`config.mk`:
```
export PLATFORM = sky130hd
export DESIGN_NAME = div_result_queue
export DESIGN_NICKNAME = d
export VERILOG_FILES = /design/src/rtl/div_pkg.sv /design/src/rtl/div_result_queue.sv
export SDC_FILE = /design/constraint.sdc
export NUM_CORES = 1
export LEC_CHECK = 0
export CORE_MARGIN = 4
export CORE_UTILIZATION = 53
export DETAILED_ROUTE_END_ITERATION = 10
export PLACE_DENSITY = 0.78
export SETUP_SLACK_MARGIN = 0.02
export SYNTH_ARGS = -nofsm -noshare
export SYNTH_HDL_FRONTEND = slang
export SYNTH_SLANG_ARGS = --single-unit
```
`constraint.sdc`:
```
create_clock -name clk -period 6.46 [get_ports clk]
set_input_delay 0.646 -clock clk [delete_from_list [all_inputs] [get_ports clk]]
set_output_delay 0.646 -clock clk [all_outputs]
set_load 0.005 [all_outputs]
```
`src/rtl/div_pkg.sv`:
```
// div_pkg: shared divider result widths and entry type
package div_pkg;
  localparam int DATA_W = 8;
  localparam int DEPTH = 4;
  typedef struct packed {
    logic [DATA_W-1:0] quotient;
    logic [DATA_W-1:0] remainder;
    logic              dbz;
  } div_result_t;
endpackage

```
`src/rtl/div_result_queue.sv`:
```
// div_result_queue: FIFO buffering divider results, with a sticky overflow flag
module div_result_queue #(
  parameter int DATA_W = div_pkg::DATA_W,
  parameter int DEPTH = div_pkg::DEPTH,
  localparam int AW = $clog2(DEPTH)
) (
  input  logic              clk,
  input  logic              rst_n,
  input  logic              in_valid,
  output logic              in_ready,
  input  logic [DATA_W-1:0] in_quotient,
  input  logic [DATA_W-1:0] in_remainder,
  input  logic              in_dbz,
  output logic              out_valid,
  input  logic              out_ready,
  output logic [DATA_W-1:0] out_quotient,
  output logic [DATA_W-1:0] out_remainder,
  output logic              out_dbz,
  output logic [AW:0]       count,
  output logic              drop_err
);
  import div_pkg::*;
  div_result_t       mem_q [DEPTH];
  div_result_t       head;
  logic [AW-1:0]     wptr_q, wptr_d, rptr_q, rptr_d;
  logic [AW:0]       count_q, count_d;
  logic              drop_q, drop_d, push, pop;
  always_comb begin
    in_ready = count_q != (AW+1)'(DEPTH);
    out_valid = count_q != '0;
    push = in_valid && in_ready;
    pop = out_valid && out_ready;
    wptr_d = push ? wptr_q + AW'(1) : wptr_q;
    rptr_d = pop ? rptr_q + AW'(1) : rptr_q;
    count_d = count_q + (AW+1)'(push) - (AW+1)'(pop);
    drop_d = drop_q || (in_valid && !in_ready);
    // Gating on out_valid hides stale storage after reset or drain
    head = out_valid ? mem_q[rptr_q] : '0;
    out_quotient = head.quotient;
    out_remainder = head.remainder;
    out_dbz = head.dbz;
    count = count_q;
    drop_err = drop_q;
  end
  always_ff @(posedge clk or negedge rst_n) begin
    if (!rst_n) begin
      wptr_q <= '0;
      rptr_q <= '0;
      count_q <= '0;
      drop_q <= 1'b0;
    end else begin
      wptr_q <= wptr_d;
      rptr_q <= rptr_d;
      count_q <= count_d;
      drop_q <= drop_d;
    end
  end
  always_ff @(posedge clk)
    if (push) mem_q[wptr_q] <= '{quotient: in_quotient, remainder: in_remainder, dbz: in_dbz};
endmodule

```
==> results of run 1 <==
==> per-stage QoR <==
step / hold WS (ps) / area [um^2]
after floorplan: 350 / 3060
after global placement: 441 / 3530
after detailed placement: 447 / 3530
after CTS: 468 / 3750
after global routing: 486 / 3750
final: 465 / 3750
==> worst max-delay path: stages, from the launching register on <==
cell             delay [ps]
dfrtp_1                1030
mux4_1                  670
and2_1                  170
clkdlybuf4s50_1         440
==> layer usage <==
layer	GRT usage [%]	wire, um	part of all wire [%]
met1	18.7	2030	38
met2	29.6	2920	55
met3	5.53	227	4.3
met4	7.89	125	2.4
met5	0	0	0
==> report_power, final <==
part / leakage [uW] / total, uW / switching, uW / internal [uW]
Sequential: 0.000714 / 752 / 92.6 / 659
Clock: 0.000110 / 402 / 165 / 238
Combinational: 0.000480 / 568 / 202 / 366
Total: 0.00130 / 1720 / 459 / 1260
==> worst max path at each step <==
stage	startpoint	to	slack, ps	cells after the start
6_report	rptr_q[0]$_DFFE_PN0P_	out_dbz	3150	3
5_1_grt	rptr_q[0]$_DFFE_PN0P_	out_remainder[5]	2950	3
4_1_cts	rptr_q[0]$_DFFE_PN0P_	out_dbz	3060	3
3_5_place_dp	rptr_q[0]$_DFFE_PN0P_	out_dbz	3420	3
3_3_place_gp	rptr_q[0]$_DFFE_PN0P_	out_remainder[0]	3510	3
2_1_floorplan	count[1]$_DFF_PN0_	count[2]$_DFF_PN0_	4100	10
==> layout make-up <==
class,instances,area (um^2)
clock buffer,12,155
fill,371,1790
sequential,76,2240
tap,72,90.1
multi-input combinational,57,737
inverter,7,26.3
clock inverter,4,71.3
timing repair buffer,43,430
==> layout by cell type (no fill, tap or decap), types with 2 or more instances in the layout <==
master and count:
dfrtp_1 8, clkbuf_8 11, inv_1 7, and2_1 22, bufinv_16 2, mux4_1 9
mux4_2 8, xnor2_1 4, ha_1 6, edfxtp_1 68, clkdlybuf4s50_1 43
==> logic make-up after synthesis <==
group | Yosys count | synth area share (%)
compound gates | 1 | 0.246
flops | 76 | 73.4
mux | 18 | 14.0
xor+xnor | 5 | 1.43
fa+ha+maj | 7 | 3.11
simple gates | 26 | 5.32
buf+inv | 13 | 2.50
==> registers in the layout, indices dropped and copies added (netlist names) <==
| signal | count |
|---|---|
| mem_q | 68 |
| rptr_q | 2 |
| count | 3 |
| wptr_q | 2 |
| drop_err | 1 |
==> impl_metrics.yaml, run 1 <==
worst_hold_path:
  min_from: "drop_err$_DFF_PN0_"
  min_to: "drop_err$_DFF_PN0_"
  min_path_cells: 1
  hold_path_class: "reg -> reg"
clocking:
  htreeDepth: 3
  cts_setup_buffers: 0
  clockBufferDepth: 2
  cts_hold_buf: 0
  clkSinkCount: 76
  clk_pin_slew_ps: 80
  root_buffer: "clkbuf_8"
  post_cts_resized: 0
  insertion_delay_ps: 340
  cts_buffers: 9
  cts_tree: "built"
logic_synthesis:
  synth_edf_count: 68
  synthArstFlopShare_pct: 10.5
  synth.area.top_cells: "edfxtp_1 (67%), mux4_1 (7.7%), dfrtp_1 (6.6%)"
  synth-seq-cells: 76
  syn_inst: 146
  yosysTopAreaCell: "edfxtp_1"
  synth_ff_type: "edfxtp_1"
  ys_seq_area_share_pct: 73.4
  netlist_area_um2: 3060
  synth_nets: 174
  synth_common_cells: "edfxtp_1 (68), and2_1 (22), mux4_1 (9)"
  syn_avg_cell_area_um2: 20.9
  synth.most_common_cell: "edfxtp_1"
  yosysWarnings: 0
  synth.top_cell.area_share_pct: 66.8
  synth.distinct_cells: 20
place:
  dp_hpwl_um: 3430
  pre_cts_ws_ps: 3420
  place.port_buffers: 43
  place.gp.congestion: 0.749
  place_inst: 255
floorplan:
  top_level_ports: 44
  die_area_um2: 7040
  core_area_um2: 5540
  die_w_um: 83.9
  rows: 27
  start_util_pct: 55.1
  die_y_um: 83.9
sta:
  setup_tns_ps: 0
  finalSetupViolCount: 0
  rsz0062_at_grt: "false"
  worst_slack_ps: 3150
  timing.slew.headroom_pct: 30.6
  slew_violations: 0
  max_freq_mhz: 302
  layout_min_cycle_time_ps: 3310
  tightest_slew_ps: 1040
  finalHoldViolCount: 0
  fin_worst_skew_ps: 8.79
  fin_crit_sh_pct: 51.3
power:
  ir_drop_mv: 0.382
  leakagePower_uw: 0.00130
  p_per_area_nw_per_um2: 459
  finalPower_uw: 1720
route:
  wl_per_cell_um: 19.6
  finalWirelength_um: 5310
  drc: 0
  num_vias: 1452
  drt_iter0_markers: 116
  drtAntennaViolNets: 0
  vias_per_cell: 5.36
  first_pass_iters: 4
setup_path:
  r2r_setup_slack_ps: 3700
  required_ps: 5810
  path_max_fanout: 19
  r2r-end: "count[2]$_DFF_PN0_"
  cp_data_arrival_time_ps: 2670
  end_kind: "primary output"
  reg2reg_from: "count[1]$_DFF_PN0_"
  r2r_cells: 9
  worstSetupPathType: "reg -> out"
  worst_setup_path_start_kind: "flip-flop"
final_layout:
  utilization_pct: 67.7
  drive_gt1_share_pct: 11.6
  instances_no_fill: 271
  syn_to_final_growth_pct: 22.8
  fin_nets: 222
  antenna_cells: 0
global_routing:
  grt_pass1_wl_um: 8710
  grt-ovfl-total: 0
  antenna_found_initial: 0
  grt_max_degree: 21
  first_global_vias: 1620
  grtUsageTotal_pct: 17.0
outcome:
  outcome: "finished clean"
flow_run:
  maxCapViolations: 0
(Power assumes the default switching activity.)
==> run 2, diff against run 1 <==
==> constraint.sdc (replaced) <==
create_clock -name clk -period 3.1 [get_ports clk]
set_input_delay 0.31 -clock clk [delete_from_list [all_inputs] [get_ports clk]]
set_output_delay 0.31 -clock clk [all_outputs]
set_load 0.005 [all_outputs]
==> run 2 against run 1 <==
- sequential power rose by 99%
- wire length fell by 4.0%
- non-clock buffer count rose by 6
- power rose by 95%
- sequential cell count did not move
- clock skew fell by 2.4 ps
==> impl_metrics.yaml, run 2 (synthesis gave the netlist of run 1 again) <==
global_routing:
  grt-ovfl-total: 0
  antenna_found_initial: 0
  grt_max_degree: 20
  met3_usage_pct: 4.15
  grt_use_met2_pct: 27.0
  grt_busiest_layer: "met2"
  grt_pass1_wl_um: 8340
  first_global_vias: 1601
  grtUsageTotal_pct: 15.9
  groute.layer.met1.usage_pct: 19.2
sta:
  finalHoldViolCount: 0
  tightest_slew_ps: 804
  slew_violations: 0
  timing.slew.headroom_pct: 46.4
  fin_worst_skew_ps: 6.44
  worst_slack_ps: 549
  setup_tns_ps: 0
  layout_min_cycle_time_ps: 2550
  rsz0062_at_grt: "false"
  fin_crit_sh_pct: 82.3
  finalSetupViolCount: 0
  max_freq_mhz: 392
route:
  finalWirelength_um: 5090
  drt_iter0_markers: 72
  drc: 0
  vias_per_cell: 5.39
  num_vias: 1488
  wl_per_cell_um: 18.4
  drtAntennaViolNets: 0
  first_pass_iters: 5
floorplan:
  die_y_um: 83.9
  die_area_um2: 7040
  start_util_pct: 55.1
  die_w_um: 83.9
  core_area_um2: 5540
  top_level_ports: 44
  rows: 27
setup_path:
  r2r-end: "count[2]$_DFF_PN0_"
  crit_path_start: "rptr_q[1]$_DFFE_PN0P_"
  cp_data_arrival_time_ps: 2240
  worstSetupPathType: "reg -> out"
  end_kind: "primary output"
  worst_setup_path_start_kind: "flip-flop"
  path_max_fanout: 18
  r2r_setup_slack_ps: 700
  r2r_cells: 10
  required_ps: 2790
  reg2reg_from: "count[2]$_DFF_PN0_"
final_layout:
  finalInstanceArea_um2: 3720
  mostFrequentLayoutCells: "edfxtp_1 (68), clkdlybuf4s50_1 (43), and2_1 (22)"
  instances_no_fill: 276
  largest_reg_flops: 68
  fin_nets: 228
  drive_gt1_share_pct: 12.7
  regMostFlops: "mem_q"
  syn_to_final_growth_pct: 21.7
  final_common_cell: "edfxtp_1"
  antenna_cells: 0
clocking:
  cts_hold_buf: 0
  cts_buffers: 9
  clockBufferDepth: 2
  post_cts_resized: 0
  root_buffer: "clkbuf_8"
  clk_pin_slew_ps: 70
  htreeDepth: 3
  insertion_delay_ps: 330
  cts_setup_buffers: 0
  cts_tree: "built"
  clkSinkCount: 76
flow_run:
  maxCapViolations: 0
place:
  place.gp.congestion: 0.713
  place.port_buffers: 43
  dpl_cell_area_um2: 3570
  dp_hpwl_um: 3490
  place_inst: 261
  pre_cts_ws_ps: 461
worst_hold_path:
  hold_path_class: "in -> async"
power:
  leakagePower_uw: 0.00130
  p_per_area_nw_per_um2: 905
  ir_drop_mv: 0.501
outcome:
  outcome: "finished clean"
==> run 2: cell types whose count changed in the layout (fill, tap and decap cells not counted) <==
cell        previous run  this run
buf_4                  0         6
bufinv_16              2         0
clkbuf_8              11         9
clkinv_2               0         2
clkbuf_1               1         2
clkinv_1               1         2
clkinvlp_4             1         0
==> run 2: layer usage <==
layer | up-vias | share of wire (%)
met3 | 9 | 4.8
met1 | 757 | 41
met5 | - | 0
li1 | 681 | -
met4 | 0 | 1.7
met2 | 41 | 53
==> run 2: worst max path at each step <==
stage	to	slack, ps
5_1_grt	count[2]$_DFF_PN0_	400
4_1_cts	out_remainder[6]	510
3_5_place_dp	count[2]$_DFF_PN0_	460
3_3_place_gp	count[2]$_DFF_PN0_	630
2_1_floorplan	count[2]$_DFF_PN0_	740
6_report	out_quotient[1]	550
==> run 2: power by group <==
part | switching, uW | leakage [uW] | internal [uW]
Clock | 313 | 0.0000780 | 278
Combinational | 478 | 0.000511 | 791
Sequential | 133 | 0.000714 | 1370
Total | 924 | 0.00130 | 2440
==> run 2: stage by stage <==
step                      total power, uW  hold slack [ps]  utilization (%)
after detailed placement             2820              458             64.5
final                                3360              261             67.1
after floorplan                      2210             14.4                -
after global routing                 3590              261             67.1
after global placement               2750              443             64.5
after CTS                            3410              249             67.1
==> run 2: cell type report <==
type | count | area (um^2)
sequential | 76 | 2240
fill | 383 | 1820
multi-input combinational | 57 | 737
timing repair buffer | 49 | 475
clock buffer | 11 | 131
tap | 72 | 90.1
inverter | 7 | 26.3
clock inverter | 4 | 17.5
==> run 2: worst max-delay path, stage by stage, from the launching register on <==
cell and delay (ps):
dfrtp_1 870, mux4_2 410, and2_1 180, clkdlybuf4s50_1 450
==> run 3, diff against run 2 <==
==> constraint.sdc (replaced) <==
create_clock -name clk -period 2.5 [get_ports clk]
set_input_delay 0.25 -clock clk [delete_from_list [all_inputs] [get_ports clk]]
set_output_delay 0.25 -clock clk [all_outputs]
set_load 0.005 [all_outputs]
==> run 3 against run 2 <==
- wire length is 3.1% higher
- combinational power is 33% higher
- cell count is 2.5% higher
- sequential share of layout area is 2.0 points lower
- global-route usage is 1.6 points higher
- register-to-register slack worse by 560 ps
- first-iteration DRC count is 8.3% lower
- final area is 3.4% higher
- critical endpoint is now count[2]$_DFF_PN0_
==> impl_metrics.yaml, run 3 (synthesis gave the netlist of run 1 again) <==
final_layout:
  fin_nets: 234
  largest_reg_flops: 68
  antenna_cells: 0
  final_common_cell: "edfxtp_1"
  mostFrequentLayoutCells: "edfxtp_1 (68), clkdlybuf4s50_1 (43), and2_1 (22)"
  utilization_pct: 69.4
  drive_gt1_share_pct: 16.6
  fillers: 353
  syn_to_final_growth_pct: 25.9
  regMostFlops: "mem_q"
sta:
  timing.slew.headroom_pct: 76.5
  finalSetupViolCount: 0
  setup_tns_ps: 0
  fin_worst_skew_ps: 5.87
  slew_violations: 0
  fin_crit_sh_pct: 94.5
  holdWs_ps: 187
  finalHoldViolCount: 0
  rsz0062_at_grt: "false"
  tightest_slew_ps: 351
  max_freq_mhz: 423
  layout_min_cycle_time_ps: 2360
global_routing:
  grt_busiest_layer: "met2"
  met3_usage_pct: 5.43
  grt_pass1_wl_um: 9010
  grtUsageTotal_pct: 17.5
  groute.layer.met1.usage_pct: 20.7
  first_global_vias: 1737
  grt_max_degree: 20
  grt_use_met2_pct: 29.6
  grt-ovfl-total: 0
  antenna_found_initial: 0
route:
  vias_per_cell: 5.28
  drtAntennaViolNets: 0
  drt_iter0_markers: 66
  wl_per_cell_um: 18.6
  first_pass_iters: 4
  drc: 0
  num_vias: 1493
  finalWirelength_um: 5250
clocking:
  clk_pin_slew_ps: 70
  root_buffer: "clkbuf_8"
  cts_buffers: 9
  insertion_delay_ps: 330
  clockBufferDepth: 2
  cts_tree: "built"
  clkSinkCount: 76
  htreeDepth: 3
  cts_hold_buf: 0
floorplan:
  core_area_um2: 5540
  rows: 27
  start_util_pct: 55.1
  die_w_um: 83.9
  die_area_um2: 7040
  top_level_ports: 44
  die_y_um: 83.9
setup_path:
  worst_setup_path_start_kind: "flip-flop"
  end_kind: "flip-flop"
  cp_data_arrival_time_ps: 2610
  worstSetupPathType: "reg -> reg"
  required_ps: 2750
  crit_path_start: "count[1]$_DFF_PN0_"
  path_max_fanout: 5
  reg2reg_from: "count[1]$_DFF_PN0_"
place:
  place.gp.congestion: 0.803
  dp_hpwl_um: 3580
  place.port_buffers: 43
worst_hold_path:
  hold_path_class: "in -> async"
flow_run:
  maxCapViolations: 0
power:
  finalPower_uw: 4560
  ir_drop_mv: 0.822
  p_per_area_nw_per_um2: 1190
  leakagePower_uw: 0.00137
outcome:
  outcome: "finished clean"
## run 3: changes by cell type in the layout (fill, tap and decap cells not counted)
cell and delta:
clkbuf_1 -1, clkinv_2 -1, bufinv_16 +3, buf_4 +6, dfrtp_2 +1, dfrtp_1 -1
## run 3: path summary, 6_finish.rpt
kind                                 endpoint  slack [ps]  cells past startpoint
max                        count[2]$_DFF_PN0_         140                      9
min                        count[2]$_DFF_PN0_         190                      1
max reg2reg                count[2]$_DFF_PN0_         140                      9
min reg2reg                drop_err$_DFF_PN0_         470                      1
max in group asynchronous  count[1]$_DFF_PN0_        2040                      1
min in group clk           drop_err$_DFF_PN0_         470                      1
## run 3: per-layer routing
layer  wire, um  share of wire (%)
met5          0                  0
met4         85                1.6
met3        237                4.5
met2       2850                 54
met1       2080                 40
## run 3: final cells by class
class | count | area (um^2) | area share [%]
timing repair buffer | 55 | 520 | 13.5
multi-input combinational | 57 | 737 | 19.2
clock buffer | 10 | 128 | 3.32
clock inverter | 6 | 103 | 2.67
sequential | 76 | 2240 | 58.3
inverter | 7 | 26.3 | 0.683
tap | 72 | 90.1 | 2.34
## run 3: worst max-delay path: stages (launching register included)
cell and delay (ps):
dfrtp_2 440, or3_1 400, and2_1 200, ha_1 270, inv_1 60, ha_1 130
inv_1 50, fa_1 390, xnor2_1 190, xnor2_1 150
## run 3: timing repair
item / 4_1_cts / 5_1_grt
setup endpoints to repair: 0 / 1
buffers inserted: 0 / 0
resized for setup: 0 / 1
## run 3: through the flow
step / instances / worst slack [ps] / instance area [um^2]
floorplan: 146 / 137 / 3060
global placement: 267 / 261 / 3620
detailed placement: 267 / 116 / 3620
CTS: 283 / 96.2 / 3850
global route: 283 / 22.3 / 3850
finish: 283 / 138 / 3850
## run 3: power by group
| part | total (uW) | internal [uW] | switching (uW) |
|---|---|---|---|
| Clock | 1060 | 655 | 401 |
| Sequential | 1820 | 1700 | 113 |
| Combinational | 1690 | 1020 | 667 |
| Total | 4560 | 3380 | 1180 |
